[src/rtl/ifu_pkg.sv]
// Shared types and constants for the instruction prefetch unit and its fetch queue.
package ifu_pkg;

    localparam int WORDSIZE    = 4;
    localparam int IFU_ADDR_W  = 32;
    localparam int IFU_INSTR_W = 32;

    localparam logic [IFU_INSTR_W-1:0] INSTR_NOP = 32'h0000_0013;

    typedef enum logic {
        ST_IDLE  = 1'b0,
        ST_FETCH = 1'b1
    } ifu_state_e;

    typedef struct packed {
        logic [IFU_ADDR_W-1:0]  pc;
        logic [IFU_INSTR_W-1:0] instr;
    } fetch_entry_t;

endpackage

[src/rtl/fetch_fifo.sv]
// Synchronous FIFO holding {pc, instr} fetch entries; clear has priority over push/pop.
module fetch_fifo #(
    parameter int DEPTH = 4,
    parameter int W     = 64,
    localparam int PW   = $clog2(DEPTH),
    localparam int CW   = PW + 1
) (
    input  logic          clock,
    input  logic          reset,
    input  logic          push,
    input  logic          pop,
    input  logic          clear,
    input  logic [W-1:0]  wr_data,
    output logic [W-1:0]  rd_data,
    output logic          full,
    output logic          empty,
    output logic [CW-1:0] count
);

    logic [W-1:0]  mem [DEPTH];
    logic [PW-1:0] wr_ptr;
    logic [PW-1:0] rd_ptr;
    logic          do_push;
    logic          do_pop;

    assign empty   = (count == '0);
    assign full    = (count == CW'(DEPTH));
    assign do_pop  = pop && !empty;
    // A push into a full queue is accepted only when the head leaves in the same cycle.
    assign do_push = push && (!full || do_pop);
    assign rd_data = empty ? '0 : mem[rd_ptr];

    always_ff @(posedge clock or posedge reset) begin
        if (reset) begin
            wr_ptr <= '0;
            rd_ptr <= '0;
            count  <= '0;
        end else if (clear) begin
            wr_ptr <= '0;
            rd_ptr <= '0;
            count  <= '0;
        end else begin
            if (do_push) wr_ptr <= wr_ptr + 1'b1;
            if (do_pop)  rd_ptr <= rd_ptr + 1'b1;
            count <= count + CW'(do_push) - CW'(do_pop);
        end
    end

    always_ff @(posedge clock) begin
        if (do_push && !clear) mem[wr_ptr] <= wr_data;
    end

endmodule

[src/rtl/instr_prefetch_unit.sv]
// Instruction fetch stage: PC, in-order fetch issue, prefetch queue and redirect flush.
// Optional perf counters perf_fetched/perf_flushed are built when IFU_PERF_CNT_EN is defined.
module instr_prefetch_unit
    import ifu_pkg::*;
#(
    parameter int                ADDR_W   = 32,
    parameter int                INSTR_W  = 32,
    parameter int                DEPTH    = 4,
    parameter logic [ADDR_W-1:0] RESET_PC = '0
) (
    input  logic               clock,
    input  logic               reset,
    input  logic               run,
    input  logic               redir_valid,
    input  logic [ADDR_W-1:0]  redir_pc,
    output logic               imem_req_valid,
    input  logic               imem_req_ready,
    output logic [ADDR_W-1:0]  imem_req_addr,
    input  logic               imem_rsp_valid,
    input  logic [INSTR_W-1:0] imem_rsp_data,
    output logic               dec_valid,
    input  logic               dec_ready,
    output logic [INSTR_W-1:0] dec_instr,
    output logic [ADDR_W-1:0]  dec_pc
`ifdef IFU_PERF_CNT_EN
    ,
    output logic [31:0]        perf_fetched,
    output logic [31:0]        perf_flushed
`endif
);

    localparam int CW = $clog2(DEPTH) + 1;

    ifu_state_e          state_q, state_d;
    logic [ADDR_W-1:0]   pc;
    logic [ADDR_W-1:0]   rsp_pc;
    logic [ADDR_W-1:0]   redir_target;
    logic [CW-1:0]       inflight;
    logic [CW-1:0]       discard;
    logic [CW-1:0]       count;
    logic [CW+1:0]       occupancy;
    logic                credit_ok;
    logic                fire;
    logic                rsp_drop;
    logic                live_rsp;
    logic                q_full;
    logic                q_empty;

    assign redir_target = {redir_pc[ADDR_W-1:2], 2'b00};
    // inflight counts live outstanding words, discard the stale ones; both hold a queue credit.
    assign occupancy    = (CW+2)'(inflight) + (CW+2)'(discard) + (CW+2)'(count);
    assign credit_ok    = occupancy < (CW+2)'(DEPTH);
    assign fire         = imem_req_valid && imem_req_ready;
    assign rsp_drop     = imem_rsp_valid && (redir_valid || discard != '0);
    assign live_rsp     = imem_rsp_valid && !rsp_drop;
    assign imem_req_addr = pc;
    assign dec_valid    = !q_empty;

    always_ff @(posedge clock or posedge reset) begin
        if (reset) state_q <= ST_IDLE;
        else       state_q <= state_d;
    end

    always_comb begin
        state_d = state_q;
        case (state_q)
            ST_IDLE:  if (run)  state_d = ST_FETCH;
            ST_FETCH: if (!run) state_d = ST_IDLE;
        endcase
    end

    always_comb begin
        imem_req_valid = (state_q == ST_FETCH) && !redir_valid && credit_ok;
    end

    always_ff @(posedge clock or posedge reset) begin
        if (reset) begin
            pc       <= RESET_PC;
            rsp_pc   <= RESET_PC;
            inflight <= '0;
            discard  <= '0;
        end else if (redir_valid) begin
            pc       <= redir_target;
            rsp_pc   <= redir_target;
            inflight <= '0;
            discard  <= inflight + discard - CW'(imem_rsp_valid);
        end else begin
            if (fire) pc <= pc + ADDR_W'(WORDSIZE);
            // Responses are in order and sequential, so the next live word belongs to rsp_pc.
            if (live_rsp) rsp_pc <= rsp_pc + ADDR_W'(WORDSIZE);
            inflight <= inflight + CW'(fire) - CW'(live_rsp);
            discard  <= discard - CW'(rsp_drop);
        end
    end

    fetch_fifo #(
        .DEPTH (DEPTH),
        .W     (ADDR_W + INSTR_W)
    ) u_fifo (
        .clock   (clock),
        .reset   (reset),
        .push    (live_rsp),
        .pop     (dec_ready),
        .clear   (redir_valid),
        .wr_data ({rsp_pc, imem_rsp_data}),
        .rd_data ({dec_pc, dec_instr}),
        .full    (q_full),
        .empty   (q_empty),
        .count   (count)
    );

`ifdef IFU_PERF_CNT_EN
    logic [32:0] flushed_sum;
    logic        fetched_inc;

    assign fetched_inc = dec_valid && dec_ready && !redir_valid;
    assign flushed_sum = {1'b0, perf_flushed} + 33'(redir_valid ? count : '0) + 33'(rsp_drop);

    always_ff @(posedge clock or posedge reset) begin
        if (reset) begin
            perf_fetched <= '0;
            perf_flushed <= '0;
        end else begin
            if (fetched_inc && perf_fetched != '1) perf_fetched <= perf_fetched + 32'd1;
            perf_flushed <= flushed_sum[32] ? '1 : flushed_sum[31:0];
        end
    end
`endif

endmodule

[config.mk]
export PLATFORM = sky130hd
export DESIGN_NAME = instr_prefetch_unit
export DESIGN_NICKNAME = d
export VERILOG_FILES = /design/src/rtl/ifu_pkg.sv /design/src/rtl/fetch_fifo.sv /design/src/rtl/instr_prefetch_unit.sv
export SDC_FILE = /design/constraint.sdc
export NUM_CORES = 1
export LEC_CHECK = 0
export ABC_AREA = 1
export CORE_ASPECT_RATIO = 0.6
export CORE_MARGIN = 5
export CORE_UTILIZATION = 40
export CTS_CLUSTER_SIZE = 20
export DETAILED_ROUTE_END_ITERATION = 8
export PLACE_DENSITY = 0.58
export SYNTH_ARGS = -nofsm -noshare
export SYNTH_HDL_FRONTEND = slang
export SYNTH_HIERARCHICAL = 1
export SYNTH_SLANG_ARGS = --single-unit
[constraint.sdc]
create_clock -name clock -period 7 [get_ports clock]
set_input_delay 0.7 -clock clock [delete_from_list [all_inputs] [get_ports clock]]
set_output_delay 0.7 -clock clock [all_outputs]
set_load 0.01 [all_outputs]
==> Word-level counts from Yosys, hierarchy flattened <==
Memories as Yosys holds them, arrays and structs flattened.
Index checks and enable logic that the tools add are counted.
{ "totals": {"word_cells": 59, "out_inout_bits": 98, "regBits": 78, "ramBits": 256, "mem_count": 1, "input_bits": 71} }
{ "op_classes": {"n_eq_ne": 1, "n_reduce_logical": 20, "magnitude_cmp": 1, "muxes": 15, "addsub": 13} }
{ "mem_list": {"columns": ["name", "words", "word_bits", "rd", "rd_clocked_by_memory_dff", "wr", "line_no", "text"], "rows": [
  ["u_fifo.mem", 4, 64, 1, 0, 1, "fetch_fifo.sv:20", "logic [W-1:0] mem [DEPTH];"]
]} }
{ "ops": {"columns": ["op", "n"], "rows": [
  ["$mux 32", 4],
  ["$add 32x3->32 const B", 2],
  ["$mux 64", 1],
  ["$sub 3x1->3", 4],
  ["$mux 3", 3],
  ["$logic_and 1x1->1", 8],
  ["$mux 2", 4],
  ["$reduce_bool 2->1", 4],
  ["$add 3x1->3", 2],
  ["$add 4x3->5", 1],
  ["$lt 5x3->1 const B", 1],
  ["$add 2x1->2 const B", 2],
  ["$add 3x3->4", 1],
  ["$logic_not 1->1", 4],
  ["$add 3x3->3", 1],
  ["$eq 3x3->1 const B", 1],
  ["$logic_not 3->1", 1],
  ["$mux 1", 3],
  ["$reduce_bool 3->1", 1],
  ["$logic_or 1x1->1", 2]
]} }

==> Logic depth before layout (Yosys ltp) <==
Gate-level depths: netlist of run 1.
{ "depth": {"word_depth": 9, "depth_mapped": 17, "mapped_depth_nobuf": 16} }

==> Modules after synthesis <==
Netlist of run 1, hierarchy kept.
{ "by_module_without_submodules": {"columns": ["mod", "n_inst", "area_each_um2", "cells_per_inst", "seq_area_each_um2"], "rows": [
  ["fetch_fifo", 1, 10533.9, 883, 7862.5],
  ["instr_prefetch_unit", 1, 4914.7, 751, 1676.6]
]} }

==> Worst setup path after synthesis of run 1 <==
Ideal clock, no wire load.
{ "synth_path": {"path_kind": "input -> register", "start": "input port redir_valid", "end": "memory u_fifo.mem[0][0] (enable)", "stages": 6, "n_path_buf": 1, "arrival_time_ps": 4208, "required_ps": 6513, "setup_time_ps": 487, "slack_ps": 2306, "cell_sequence": "inv_2 > nand4_2 > inv_1 > buf_2 > nand3_1 > nor2_1"} }
{ "synth_via": {"elab_chain_len": 8, "elab_cells_between_ends": 9, "classes_between": "2 x mux; 7 x reduce/logical"} }
{ "synth_lines": {"columns": ["item", "line_no", "text"], "rows": [
  ["from (decl)", "instr_prefetch_unit.sv:14", "input logic redir_valid,"],
  ["$logic_or 1x1->1", "instr_prefetch_unit.sv:54", "assign rsp_drop = imem_rsp_valid && (redir_valid || discard != '0);"],
  ["$logic_and 1x1->1", "instr_prefetch_unit.sv:54", null],
  ["$logic_not 1->1", "instr_prefetch_unit.sv:55", "assign live_rsp = imem_rsp_valid && !rsp_drop;"],
  ["$logic_and 1x1->1", "instr_prefetch_unit.sv:55", null],
  ["net live_rsp", "instr_prefetch_unit.sv:45", "logic live_rsp;"],
  ["$logic_and 1x1->1", "fetch_fifo.sv:30", "assign do_push = push && (!full || do_pop);"],
  ["$logic_and 1x1->1", "fetch_fifo.sv:50", "if (do_push && !clear) mem[wr_ptr] <= wr_data;"],
  ["$mux 1", "fetch_fifo.sv:50", null],
  ["$mux 1 (implied by the code)", "fetch_fifo.sv:50", null],
  ["to (decl)", "fetch_fifo.sv:20", null]
]} }
The timed path passes the listed nets, and every way through them passes these cells.

==> Worst setup path in the final report of run 1 <==
{ "layout_path": {"start": "register u_fifo.rd_ptr[0]", "end": "output port dec_instr[11]"} }
{ "layout_via": {"elab_chain_len": 2} }
{ "layout_lines": {"columns": ["item", "line_no", "text"], "rows": [
  ["from (decl)", "fetch_fifo.sv:22", "logic [PW-1:0] rd_ptr;"],
  ["from (signal assigned)", "fetch_fifo.sv:44", "if (do_pop) rd_ptr <= rd_ptr + 1'b1;"],
  ["$mem_v2 4x64", null, null],
  ["$mux 64", "fetch_fifo.sv:31", "assign rd_data = empty ? '0 : mem[rd_ptr];"],
  ["to (decl)", "instr_prefetch_unit.sv:23", "output logic [INSTR_W-1:0] dec_instr,"]
]} }
No other way between the ends.

==> metrics.csv, run 1 <==
metric,value,unit
status,"complete, no violations",
Tightest Pin Transition,1.090,ns
synthesized netlist cell count,1633,
reg2reg end,inflight[2],
final setup margin,2.552,ns
kind of critical path,reg2out,
cells along the critical path,inv_4 > buf_4 > nand2_1 > nand2_1 > nand2_1 > a21oi_1 > clkdlybuf4s50_1,
final hold violations,0,
arrival time at the worst endpoint,3.75,ns
"Data required, critical path",6.30,ns
Die W,263.7,um
# hold bufs at CTS,0,
I/O pin count,169,
drt total wl,40.37,mm
Num CTS Buffers,34,
Final Instance Area,18580,um^2
nets@finish,1879,
Final setup viols,0,
crit share post-route,63.54,%
"Core Util, Final",49.00,%
worst flop-to-flop path startpoint,inflight[1],
Fin Clk Skew,0.01142,ns
CP Capture Type,output port,
Synth warnings,6,
Area Overhead vs Synth,20.31,%
initial antenna violation count,0,
htree depth,2,
drt drc,0,
"Min Clock Period, post-route",4.448,ns
Detailed Place HPWL,25.05,mm
area post-placement,17510,um^2
clock sink count,330,
fmax,224.8,MHz
Rel. slew slack,27.31,%
later-pin clock latency in the skew report,0.52,ns
DR pass1 iterations,6,
routability-driven placement congestion ratio,0.8925,
"delay-heaviest family, CP",buffers and inverters,
Rows,55,
"most used cell, CP",nand2_1,
Reg2Reg Depth,13,
Worst Path Buf+Inv,3,
die area,42770,um^2
CTS tree,done,
vias per cell,4.981,
Critical Path Source,u_fifo/rd_ptr[0],
first-pass GRT wire length,62.91,mm
DR iter-0 viols,983,
share of layout cells above drive strength 1,4.362,%
pre-CTS setup slack,2.592,ns
max-slew violations,0,
critical-path maximum fanout,90,
clk root buf,clkbuf_16,
Core Box Area,37920,um^2
die height,162.2,um
R2R setup slack,3.22,ns
slowest library cell on the worst path,inv_4,
Worst setup SP type,flop,
CTS max path bufs,3,
RSZ-0062 raised after global routing,false,
vias in the first global route,10780,
antenna violation net count after detailed routing,0,
Leakage,7.377,nW
Pwr Density,332.8,nW/um^2
# diodes,0,
"commonest non-fill, non-tap cells in the layout","nand2_1 (525), edfxtp_1 (256), nor2_1 (222), clkdlybuf4s50_1 (164), nand3_1 (120)",
Buffers on Ports,164,
fill count,3437,
worst min path class,in2async,
pin count of the biggest net entering global routing,91,
Initial Util,40.73,%
"commonest non-fill, non-tap cell in the layout",nand2_1,
mapped cell area,15440,um^2
register area,9543,um^2
Max Cap Viol,0,
Synth Area per Inst,9.457,um^2
DR vias,11580,
Fin Hold WS,0.4632,ns
worst vdd ir,141.2,uV
drt wl/cell,17.37,um
Fin Setup TNS,0,ns
Crit path largest cell delay,0.84,ns
Tot GR Track Use,18.33,%
CP Depth,7,
"CTS clk-pin slew, worst paths",0.06,ns
Setup crit end,dec_instr[11],
multi-input logic area,5174,um^2
gr ovfl total,0,
post-CTS setup buffers,0,
post-cts resize count,0,
-- layer usage --
metal,GRT usage (%),vias to the layer above,share of wire [%]
met5,0,-,0
met4,3.425,0,1.3
met3,4.058,43,5.8
met2,28.15,262,45
met1,27.14,5565,48
li1,-,5707,-
-- where the power goes --
part           internal (W)  total [W]  switching (W)
combinational      0.000817    0.00193        0.00111
clock               0.00102    0.00178       0.000760
sequential          0.00225    0.00248       0.000226
total               0.00409    0.00618        0.00210
-- cell type report --
class / count / area share (%)
clock buffers: 44 / 4.781
flip-flops and latches: 330 / 51.36
inverters: 107 / 2.195
multi-input cells: 1135 / 27.85
clock inverters: 18 / 1.003
repair buffers: 177 / 9.360
well taps: 513 / 3.455
-- state kept, by name (all words and copies together) (netlist names) --
register	flops
state_q	1
u_fifo/wr_ptr	2
discard	3
imem_req_addr	30
u_fifo/mem	256
u_fifo/rd_ptr	2
inflight	3
u_fifo/count	3
rsp_pc	30
-- how the worst min path moves through the flow --
stage | start | to | slack (ns)
finish | reset | u_fifo/rd_ptr[1] | 0.46
global route | reset | u_fifo/rd_ptr[1] | 0.48
CTS | reset | u_fifo/rd_ptr[1] | 0.46
detailed placement | u_fifo/wr_ptr[0] | u_fifo/wr_ptr[0] | 0.57
global placement | u_fifo/wr_ptr[1] | u_fifo/wr_ptr[1] | 0.54
floorplan | rsp_pc[29] | u_fifo/mem[0][61] | 0.48
-- stage by stage --
step | std cells | power [W]
global placement | 2262 | 0.004442
CTS | 2324 | 0.006269
floorplan | 1642 | 0.003596
detailed placement | 2262 | 0.004467
finish | 2324 | 0.006183
global route | 2324 | 0.006569
(Power assumes the default switching activity.)
==> run 2: changes to the inputs <==
==> constraint.sdc (replaced) <==
create_clock -name clock -period 4.15 [get_ports clock]
set_input_delay 0.415 -clock clock [delete_from_list [all_inputs] [get_ports clock]]
set_output_delay 0.415 -clock clock [all_outputs]
set_load 0.01 [all_outputs]
==> metrics.csv, run 2 (synthesis gave the netlist of run 1 again) <==
metric,value,unit,change
status,"complete, no violations",,unchanged
placed insts,2271,,was 2262
DR vias,11640,,was 11580
CTS max path bufs,3,,unchanged
Final Instance Area,18790,um^2,was 18580 um^2
pin count of the biggest net entering global routing,132,,was 91
Core Box Area,37920,um^2,unchanged
routability-driven placement congestion ratio,0.8687,,was 0.8925
post-CTS setup buffers,0,,unchanged
Fin Hold WS,0.1890,ns,was 0.4632 ns
later-pin clock latency in the skew report,0.53,ns,was 0.52 ns
critical-path maximum fanout,3,,was 90
clk root buf,clkbuf_16,,unchanged
"Min Clock Period, post-route",3.556,ns,
final setup margin,0.5944,ns,was 2.552 ns
P_int,0.007154,W,was 0.004087 W
drt wl/cell,16.97,um,was 17.37 um
Worst setup SP type,flop,,unchanged
drt total wl,39.63,mm,was 40.37 mm
final hold violations,0,,unchanged
share of layout cells above drive strength 1,5.324,%,was 4.362%
Final setup viols,0,,unchanged
R2R setup slack,0.90,ns,was 3.22 ns
fmax,281.2,MHz,
arrival time at the worst endpoint,3.14,ns,was 3.75 ns
Seq pwr share,38.2,%,was 40.1%
"Data required, critical path",3.73,ns,was 6.30 ns
worst vdd ir,254.7,uV,was 141.2 uV
Area Overhead vs Synth,21.67,%,was 20.31%
Fin Clk Skew,0.03068,ns,was 0.01142 ns
# hold bufs at CTS,0,,unchanged
crit share post-route,85.68,%,
P_sw,0.003536,W,was 0.002096 W
kind of critical path,reg2out,,unchanged
Initial Util,40.73,%,unchanged
Top reg by flops,u_fifo/mem,,unchanged
vias in the first global route,10670,,was 10780
Die W,263.7,um,unchanged
drt drc,0,,unchanged
clock power share,30.0,%,was 28.8%
fin cells,2335,,was 2324
pre-CTS setup slack,0.9064,ns,was 2.592 ns
Net Sw Frac,33.08,%,was 33.89%
Tightest Pin Transition,1.045,ns,was 1.090 ns
Leakage,7.488,nW,was 7.377 nW
Buffers on Ports,164,,unchanged
Fin Setup TNS,0,ns,unchanged
Rel. slew slack,30.33,%,was 27.31%
Tot GR Track Use,18.05,%,was 18.33%
fill count,3476,,was 3437
RSZ-0062 raised after global routing,false,,unchanged
vias per cell,4.985,,was 4.981
die area,42770,um^2,unchanged
gr ovfl total,0,,unchanged
Comb power frac,31.7,%,was 31.2%
CP Capture Type,output port,,unchanged
area post-placement,17610,um^2,was 17510 um^2
CTS tree,done,,unchanged
DR iter-0 viols,923,,was 983
"CTS clk-pin slew, worst paths",0.06,ns,about the same
max-slew violations,0,,unchanged
htree depth,2,,unchanged
worst min path class,in2async,,unchanged
I/O pin count,169,,unchanged
Pwr Density,568.9,nW/um^2,was 332.8 nW/um^2
# diodes,0,,unchanged
nets@finish,1889,,was 1879
max FFs per register,256,,unchanged
die height,162.2,um,unchanged
Max Cap Viol,0,,unchanged
initial antenna violation count,0,,unchanged
"commonest non-fill, non-tap cells in the layout","nand2_1 (525), edfxtp_1 (256), nor2_1 (222), clkdlybuf4s50_1 (164), nand3_1 (120)",,unchanged
"commonest non-fill, non-tap cell in the layout",nand2_1,,unchanged
Rows,55,,unchanged
Detailed Place HPWL,25.22,mm,was 25.05 mm
DR pass1 iterations,5,,was 6
clock sink count,330,,unchanged
Num CTS Buffers,35,,was 34
antenna violation net count after detailed routing,0,,unchanged
post-cts resize count,0,,unchanged
first-pass GRT wire length,61.98,mm,was 62.91 mm
## run 2: cell count changes in the layout (fill, tap and decap cells not counted), sizes merged
cell,previous run,this run
clkinvlp,0,1
buf,13,22
clkinv,15,17
inv,107,106
bufinv,3,5
clkbuf,44,42
## run 2: path summary, 6_finish.rpt
path,start,end,cells after the start
max,inflight[1],imem_req_valid,8
min,reset,u_fifo/rd_ptr[0],2
max reg2reg,inflight[1],inflight[2],13
min reg2reg,rsp_pc[29],u_fifo/mem[0][61],0
max in group asynchronous,reset,rsp_pc[11],3
min in group clock,run,state_q,1
## run 2: final cells by class
type	count	area (um^2)	area share [%]
Sequential cell	330	9543	50.79
Tap cell	513	641.9	3.416
Timing Repair Buffer	186	1844	9.815
Inverter	107	407.9	2.171
Multi-Input combinational cell	1135	5174	27.53
Clock buffer	42	933.4	4.967
Clock inverter	22	246.5	1.312
## run 2: through the flow
stage          total power (W)  utilization, %
2_1_floorplan         0.006066               -
3_3_place_gp          0.007555           46.44
3_5_place_dp          0.007590           46.44
4_1_cts                0.01085           49.56
5_1_grt                0.01135           49.56
6_report               0.01069           49.56
## run 2: worst max-delay path: stages, from the launching register on
cell and delay (ns):
dfrtp_1 0.41, inv_1 0.10, fa_1 0.49, a21oi_1 0.18
fa_1 0.48, a211oi_4 0.29, nand2_1 0.11, inv_1 0.06
clkdlybuf4s50_1 0.52
## run 2: routing by layer
layer	global-route usage, %	routed length [um]	up-vias
met1	27.44	18900	5557
met4	3.520	626	0
met3	3.543	2440	54
li1	-	-	5723
met2	27.16	17660	306
met5	0	0	-
## run 2: power groups by stage
stage	combinational, W	sequential (W)	clock, W
2_1_floorplan	0.00197	0.00409	0
4_1_cts	0.00345	0.00409	0.00331
3_5_place_dp	0.00344	0.00415	0
5_1_grt	0.00379	0.00412	0.00344
6_report	0.00339	0.00409	0.00321
3_3_place_gp	0.00341	0.00415	0
